<file path="src/rtl/mem_bridge_if.sv">
// Bus-side request/response bundle between the bridge and external memory.
interface mem_bridge_if;
    logic        busValid;
    logic        busReady;
    logic [31:0] busAddr;
    logic [31:0] busWData;
    logic        busWE;
    logic [31:0] busRData;

    // Bridge side: issues requests, receives ready and read data.
    modport master (
        output busValid, busAddr, busWData, busWE,
        input  busReady, busRData
    );

    // Memory side: accepts requests, returns ready and read data.
    modport slave (
        input  busValid, busAddr, busWData, busWE,
        output busReady, busRData
    );
endinterface

</file>
<file path="src/rtl/mem_bridge.sv">
// Processor-to-memory bridge with a one-entry read buffer, write-through
// update of that buffer, and a bounded wait on the memory handshake.
module mem_bridge #(
    parameter int unsigned TIMEOUT  = 255,
    parameter logic [31:0] ERR_DATA = 32'hDEADBEEF
) (
    input  logic        clk,
    input  logic        reset,
    input  logic        cpuReq,
    input  logic [31:0] cpuAddr,
    input  logic [31:0] cpuWData,
    input  logic        cpuWE,
    output logic [31:0] cpuRData,
    output logic        cpuStall,
    output logic        timeoutErr,
    mem_bridge_if.master bus
);

    localparam int unsigned CNT_W = 8;
    localparam int unsigned DATA_W = 32;

    typedef enum logic [1:0] {
        IDLE  = 2'd0,
        ISSUE = 2'd1,
        DONE  = 2'd2
    } state_t;

    state_t              state;
    state_t              stateNext;

    logic                bufValid;
    logic [DATA_W-1:0]   bufAddr;
    logic [DATA_W-1:0]   bufData;
    logic [DATA_W-1:0]   capData;
    logic [DATA_W-1:0]   addrQ;
    logic [DATA_W-1:0]   wDataQ;
    logic                weQ;
    logic [CNT_W-1:0]    cnt;
    logic [CNT_W-1:0]    cntInc;

    logic                validC;
    logic                loadReq;
    logic                timeoutHit;

    assign bus.busValid = validC;
    assign bus.busAddr  = addrQ;
    assign bus.busWData = wDataQ;
    assign bus.busWE    = weQ;

    // Saturating increment; the abandon point is the cycle whose increment
    // lands on TIMEOUT, and a same-cycle ready takes priority over it.
    always_comb begin
        cntInc     = (cnt == {CNT_W{1'b1}}) ? cnt : cnt + CNT_W'(1);
        timeoutHit = (state == ISSUE) && !bus.busReady &&
                     (32'(cntInc) == 32'(TIMEOUT));
    end

    // State register.
    always_ff @(posedge clk) begin
        if (!reset) begin
            state <= IDLE;
        end else begin
            state <= stateNext;
        end
    end

    // Next-state and processor/bus outputs; reset forces all outputs quiet.
    always_comb begin
        stateNext = state;
        cpuStall  = 1'b0;
        cpuRData  = '0;
        validC    = 1'b0;
        loadReq   = 1'b0;

        unique case (state)
            IDLE: begin
                if (cpuReq) begin
                    if (!cpuWE && bufValid && (cpuAddr == bufAddr)) begin
                        cpuRData = bufData;
                    end else begin
                        cpuStall  = 1'b1;
                        loadReq   = 1'b1;
                        stateNext = ISSUE;
                    end
                end
            end
            ISSUE: begin
                validC   = 1'b1;
                cpuStall = 1'b1;
                if (bus.busReady || timeoutHit) begin
                    stateNext = DONE;
                end
            end
            DONE: begin
                cpuRData  = weQ ? '0 : capData;
                stateNext = IDLE;
            end
            default: begin
                stateNext = IDLE;
            end
        endcase

        if (!reset) begin
            stateNext = IDLE;
            cpuStall  = 1'b0;
            cpuRData  = '0;
            validC    = 1'b0;
            loadReq   = 1'b0;
        end
    end

    // Request latches, wait counter, captured data, read buffer and error flag.
    always_ff @(posedge clk) begin
        if (!reset) begin
            addrQ      <= '0;
            wDataQ     <= '0;
            weQ        <= 1'b0;
            cnt        <= '0;
            capData    <= '0;
            bufValid   <= 1'b0;
            bufAddr    <= '0;
            bufData    <= '0;
            timeoutErr <= 1'b0;
        end else begin
            if (loadReq) begin
                addrQ  <= cpuAddr;
                wDataQ <= cpuWData;
                weQ    <= cpuWE;
                cnt    <= '0;
            end
            if (state == ISSUE) begin
                if (bus.busReady) begin
                    if (!weQ) begin
                        capData  <= bus.busRData;
                        bufAddr  <= addrQ;
                        bufData  <= bus.busRData;
                        bufValid <= 1'b1;
                    end else if (addrQ == bufAddr) begin
                        bufData <= wDataQ;
                    end
                end else begin
                    cnt <= cntInc;
                    if (timeoutHit) begin
                        timeoutErr <= 1'b1;
                        capData    <= ERR_DATA;
                        bufValid   <= 1'b0;
                    end
                end
            end
        end
    end

endmodule

</file>
<file path="src/flat_wrapper.sv">
// flat-port wrapper written by rule: the top's interface ports become plain ports
module mem_bridge_flat 
#(
    parameter int unsigned TIMEOUT  = 255,
    parameter logic [31:0] ERR_DATA = 32'hDEADBEEF
)
  (clk, reset, cpuReq, cpuAddr, cpuWData, cpuWE, cpuRData, cpuStall, timeoutErr, bus_busValid, bus_busAddr, bus_busWData, bus_busWE, bus_busReady, bus_busRData);
  mem_bridge_if bus_i ();
  input  logic clk;
  input  logic reset;
  input  logic cpuReq;
  input  logic [31:0] cpuAddr;
  input  logic [31:0] cpuWData;
  input  logic cpuWE;
  output logic [31:0] cpuRData;
  output logic cpuStall;
  output logic timeoutErr;
  output wire logic [$bits(bus_i.busValid)-1:0] bus_busValid;
  output wire logic [$bits(bus_i.busAddr)-1:0] bus_busAddr;
  output wire logic [$bits(bus_i.busWData)-1:0] bus_busWData;
  output wire logic [$bits(bus_i.busWE)-1:0] bus_busWE;
  input wire logic [$bits(bus_i.busReady)-1:0] bus_busReady;
  input wire logic [$bits(bus_i.busRData)-1:0] bus_busRData;
  assign bus_busValid = bus_i.busValid;
  assign bus_busAddr = bus_i.busAddr;
  assign bus_busWData = bus_i.busWData;
  assign bus_busWE = bus_i.busWE;
  assign bus_i.busReady = bus_busReady;
  assign bus_i.busRData = bus_busRData;
  mem_bridge #(.TIMEOUT(TIMEOUT), .ERR_DATA(ERR_DATA)) u_core (.clk(clk), .reset(reset), .cpuReq(cpuReq), .cpuAddr(cpuAddr), .cpuWData(cpuWData), .cpuWE(cpuWE), .cpuRData(cpuRData), .cpuStall(cpuStall), .timeoutErr(timeoutErr), .bus(bus_i));
endmodule
</file>
<file path="config.mk">
export PLATFORM = sky130hd
export DESIGN_NAME = mem_bridge_flat
export DESIGN_NICKNAME = d
export VERILOG_FILES = /design/src/rtl/mem_bridge_if.sv /design/src/rtl/mem_bridge.sv /design/src/flat_wrapper.sv
export SDC_FILE = /design/constraint.sdc
export NUM_CORES = 1
export LEC_CHECK = 0
export ABC_AREA = 1
export CORE_MARGIN = 5
export CORE_UTILIZATION = 35
export DETAILED_ROUTE_END_ITERATION = 16
export PLACE_DENSITY = 0.7
export SETUP_SLACK_MARGIN = 0.15
export SKIP_CTS_REPAIR_TIMING = 1
export SLEW_MARGIN = 20
export SYNTH_ARGS = -nofsm -noshare
export SYNTH_HDL_FRONTEND = slang
export SYNTH_SLANG_ARGS = --single-unit
export TNS_END_PERCENT = 100
</file>
<file path="constraint.sdc">
create_clock -name clk -period 3.2 [get_ports clk]
set_input_delay 0.96 -clock clk [delete_from_list [all_inputs] [get_ports clk]]
set_output_delay 0.96 -clock clk [all_outputs]
set_load 0.02 [all_outputs]
</file>
* After elaboration in Yosys (flattened, before gate mapping)
Index checks and enable logic that the tools add are counted.
** Operators by class
- $add $sub $neg :: 1
- Bitwise gates (word level) :: 2
- Mux-type cells :: 29
- Reduce and logical (&&, ||, !) cells :: 14
- Eq/ne operators :: 11
** Operators by type and width (count)
- 32-bit 2-to-1 mux :: 9
- 32-bit equality test :: 2
- 32-bit one-hot mux with 2 select lines :: 1
- 8-bit 2-to-1 mux :: 4
- 8-bit equality test (second input constant) :: 2
- 3-bit AND reduction :: 5
- 1-bit 2-to-1 mux :: 10
- 8-bit by 1-bit adder with 8-bit output (second input constant) :: 1
- 2-bit inequality test (second input constant) :: 4
- 2-bit 2-to-1 mux :: 3
- 1-bit logical AND :: 4
- 2-bit one-hot mux with 2 select lines :: 1
- 2-bit by 1-bit equality test with 1-bit output (second input constant) :: 1
- 2-bit equality test (second input constant) :: 1
- 1-bit zero test :: 2
- 2-bit zero test :: 1
- 2-bit by 1-bit inequality test with 1-bit output (second input constant) :: 1
- 1-bit inverter :: 2
- 1-bit one-hot mux with 2 select lines :: 1
- 2-bit nonzero test :: 1
- 1-bit logical OR :: 1
** Word-level totals
- Word-level logic and storage cells :: 67
- Output and inout bits :: 100
- Bits in registers :: 173

* Longest topological paths before layout
- Depth after elaboration :: 10
- Depth in mapped cells :: 14
- Gate-level depth less buffers :: 12

* Worst setup path after synthesis
Ideal clock, no wire load.
- Path type :: input port to output port
- Start :: input cpuAddr[9]
- End :: output cpuRData[1]
- Slack :: 0.005 ns
- Arrival time :: 2.235 ns
- Stages :: 11
- Required time :: 2.240 ns
- Path buffers :: 1
- Cell sequence :: inv_1 > nand2_1 > nand2_1 > nor2_1 > nand3_1 > nor2_1 > nand2_1 > nor2_1 > buf_2 > nand4_1 > a21oi_1
** Between the ends
- Cells in the longest elaborated chain, start to end :: 6
** Ends and longest elaborated chain
- from (decl) :: RTL line flat_wrapper.sv:12 : input logic [31:0] cpuAddr;
- 32-bit equality test :: RTL line mem_bridge.sv:78 : if (!cpuWE && bufValid && (cpuAddr == bufAddr)) begin
- 1-bit logical AND :: RTL line mem_bridge.sv:78
- 32-bit 2-to-1 mux :: RTL line mem_bridge.sv:78
- 32-bit 2-to-1 mux :: RTL line mem_bridge.sv:77 : if (cpuReq) begin
- 32-bit one-hot mux with 2 select lines :: RTL line mem_bridge.sv:75 : unique case (state)
- 32-bit 2-to-1 mux :: RTL line mem_bridge.sv:103 : if (!reset) begin
- to (decl) :: RTL line flat_wrapper.sv:15 : output logic [31:0] cpuRData;
Every way passes these cells.

* Worst setup path after layout
- Start :: input cpuAddr[28]
- End :: output cpuRData[15]
The elaborated chain is that of the path after synthesis.

==> summary.txt <==
Final layout
  – Non-filler cells in the finished layout: 1839
  – Area Growth Syn to Fin: 40.7%
  – Final nets: 1597
  – Fillers: 2469
  – Share of layout cells above drive strength 1: 19.1%
  – Post-Layout Inst Area: 12500 um2

Global route
  – Initial antenna violation count: 2
  – Global route overflow: 0
  – Vias in the first global route: 8862
  – Largest net degree at the start of global routing: 94
  – Total track usage: 20.2%
  – First-pass GRT wire length: 47200 um

Logic synthesis
  – Post-synthesis sequential element count: 173
  – Mapped Nets: 1406
  – Cells after Synth: 1304
  – Distinct cell type count of the synthesized netlist: 26
  – Sequential share of the synthesized area: 38.9%
  – Syn_area_per_cell: 6.83 um2
  – Netlist Area Pre-Place: 8900 um2
  – Syn. warnings: 0

Clock tree
  – Skew-Pair Late Insertion Delay: 430 ps
  – Clk sinks: 173
  – CTS max path bufs: 2
  – H-Tree Depth: 4
  – CTS tree: done
  – Worst-path clk slew: 70 ps
  – Root buf cell: clkbuf_16
  – Num CTS Buffers: 17

Route
  – WL final: 31600 um
  – Via density: 5.10
  – Routed Antenna Nets: 0
  – Routed len/inst: 17.2 um
  – Iter 0 DRT Violations: 722
  – DRC: 0
  – First-pass detailed-route iteration total: 5
  – Via Count: 9386

Timing
  – Min Tclk post-route: 3540 ps
  – RSZ-0062 raised after global routing: yes
  – Fmax: 283 MHz
  – Fin. Hold Viols: 0
  – Fin crit share: 111%
  – Final setup fails: 33
  – Final worst slack: -340 ps
  – Final Slew Violations: 0
  – Fin Hold WS: 467 ps
  – Max-slew headroom: 33.4%
  – Slew @ Worst Pin: 999 ps
  – Skew final: 13.6 ps

Placed design
  – Placed insts: 1790
  – Dpl hpwl: 19700 um
  – Gpl congestion: 0.825
  – DP Area: 11500 um2
  – Setup WS pre-CTS: -1220 ps
  – Count of input and output buffers: 200

Power and ir drop
  – LEAKAGE: 5.45 nW
  – Power Total: 5.36 mW
  – Peak supply drop: 0.000273 V
  – Power density cells: 428 nW/um2

Die
  – Number of I/O pins: 201
  – Die span in x: 169 um
  – Starting density of the core: 35.5%
  – Die Y-Extent: 169 um
  – DIE AREA: 28700 um2
  – CORE AREA: 25100 um2
  – Num rows: 58

Run
  – Max-Cap Viols: 0

Critical path
  – Critical Path AT: 2580 ps
  – CP Max Fanout: 7
  – Crit path largest cell delay: 190 ps
  – Worst Path Required: 2240 ps
  – Family with the most delay on the worst path: buffers and inverters
  – Crit. End Element: primary output
  – CP startpoint kind: input port
  – Slowest CP cell: a21oi_2
  – Crit path buf inv count: 5
  – Crit path kind: input port to primary output
  – Crit path cell chain: buf_2, xnor2_2, nand2_1, nor2_2, nand3_2, nor2_4, buf_6, buf_12, buf_12, nand4_1, a21oi_2, buf_6

Worst hold path
  – Worst hold path class: flop to flop

Status
  – Outcome: finished with violations
  – Violations in the final reports: setup timing
-- final timing paths --
check,end,startpoint,slack [ps],depth (start not counted)
min reg2reg,u_core.capData[26],u_core.capData[26],470,2
min,u_core.capData[26],u_core.capData[26],470,2
max,cpuRData[15],cpuAddr[28],-340,12
max reg2reg,u_core.bus.busAddr[11],u_core.bufAddr[17],660,11
-- through the flow --
| stage | TNS (ps) | utilization (%) |
|---|---|---|
| floorplan | 0 | - |
| global placement | -64700 | 45.9 |
| detailed placement | -70540 | 45.9 |
| CTS | -38060 | 48.2 |
| global route | -11780 | 49.9 |
| finish | -8520 | 49.9 |
-- worst min-delay path, delay by kind of cell, from the launching register on --
family / cells / cell delay [ps]
flip-flops: 1 / 330
AO/OA/AOI/OAI: 1 / 70
buffers and inverters: 1 / 40
-- layer usage --
metal / vias up / GRT usage [%] / part of all wire [%]
met3: 49 / 4.36 / 7.2
met2: 371 / 33.4 / 48
met5: - / 0 / 0
li1: 4605 / - / -
met1: 4361 / 26.3 / 43
met4: 0 / 6.76 / 2.2
-- area by class of cell --
type | instances | area (um2) | area share [%]
Sequential cell | 173 | 3460 | 27.7
Timing Repair Buffer | 263 | 2710 | 21.6
Antenna cell | 2 | 5.00 | 0.0400
Multi-Input combinational cell | 890 | 4800 | 38.3
Tap cell | 330 | 413 | 3.30
Inverter | 150 | 568 | 4.54
Clock inverter | 11 | 111 | 0.889
Clock buffer | 20 | 457 | 3.65
-- report_power, final --
part           internal, mW  leakage (nW)  total, mW  switching [mW]
combinational         0.437          3.78      0.954           0.517
sequential             2.27          1.41       2.37           0.101
clock                  1.12         0.261       2.04           0.918
total                  3.83          5.45       5.36            1.54
-- kinds of logic after synthesis --
logic type	count (synthesis)	synth area share, %
simple gates	556	26.7
compound gates	259	15.2
buf+inv	241	10.8
flops	173	38.9
xor+xnor	42	4.13
mux	32	4.05
fa+ha+maj	1	0.141
-- registers in the layout (all words and copies together), names as in the netlist --
signal	count
u_core.bus.busWE	1
u_core.bufValid	1
u_core.bufAddr	32
u_core.bufData	32
u_core.state	2
u_core.capData	32
u_core.cnt	8
u_core.bus.busAddr	32
u_core.bus.busWData	32
u_core.timeoutErr	1
-- layout by cell type, fill, tap and decap left out, types with 2 or more instances in the layout --
| cell | count |
|---|---|
| inv_4 | 2 |
| nand2_1 | 277 |
| xnor2_1 | 31 |
| mux2_2 | 32 |
| o21bai_1 | 24 |
| buf_12 | 10 |
| nor2_2 | 7 |
| nand3_1 | 119 |
| diode_2 | 2 |
| nor2_1 | 85 |
| buf_2 | 3 |
| clkbuf_2 | 10 |
| inv_2 | 17 |
| dfxtp_1 | 172 |
| o21ai_2 | 4 |
| clkinv_4 | 3 |
| nand2_2 | 13 |
| a21oi_2 | 32 |
| buf_6 | 35 |
| xor2_1 | 2 |
| or2_2 | 4 |
| nor2_4 | 5 |
| buf_8 | 5 |
| inv_6 | 2 |
| clkbuf_16 | 23 |
| xnor2_2 | 8 |
| nand3_2 | 4 |
| inv_1 | 131 |
| dlymetal6s2s_1 | 7 |
| clkinvlp_4 | 5 |
| clkbuf_8 | 2 |
| nand4_1 | 38 |
| clkdlybuf4s50_1 | 132 |
| buf_4 | 55 |
| a21oi_1 | 135 |
| o21ai_0 | 62 |
-- synth_stat cells --
master,n,area [um2]
nor2_1,95,357
or2_2,4,25.0
o21bai_1,24,180
dfxtp_1,173,3460
inv_2,10,37.5
nand4_1,38,238
ha_1,1,12.5
nand3_1,123,616
nand2_1,289,1080
xnor2_1,39,342
nand2_2,2,12.5
clkbuf_1,59,221
nor3b_1,1,7.51
buf_2,16,80.1
nor2_2,2,12.5
buf_1,6,22.5
mux2_2,32,360
nor3_4,1,16.3
clkinv_1,1,3.75
nand3_2,1,10.0
o22ai_1,1,6.26
buf_4,10,75.1
xor2_1,3,26.3
o21ai_0,67,335
inv_1,139,522
a21oi_1,167,836
Power figures use the tool's default switching activity.
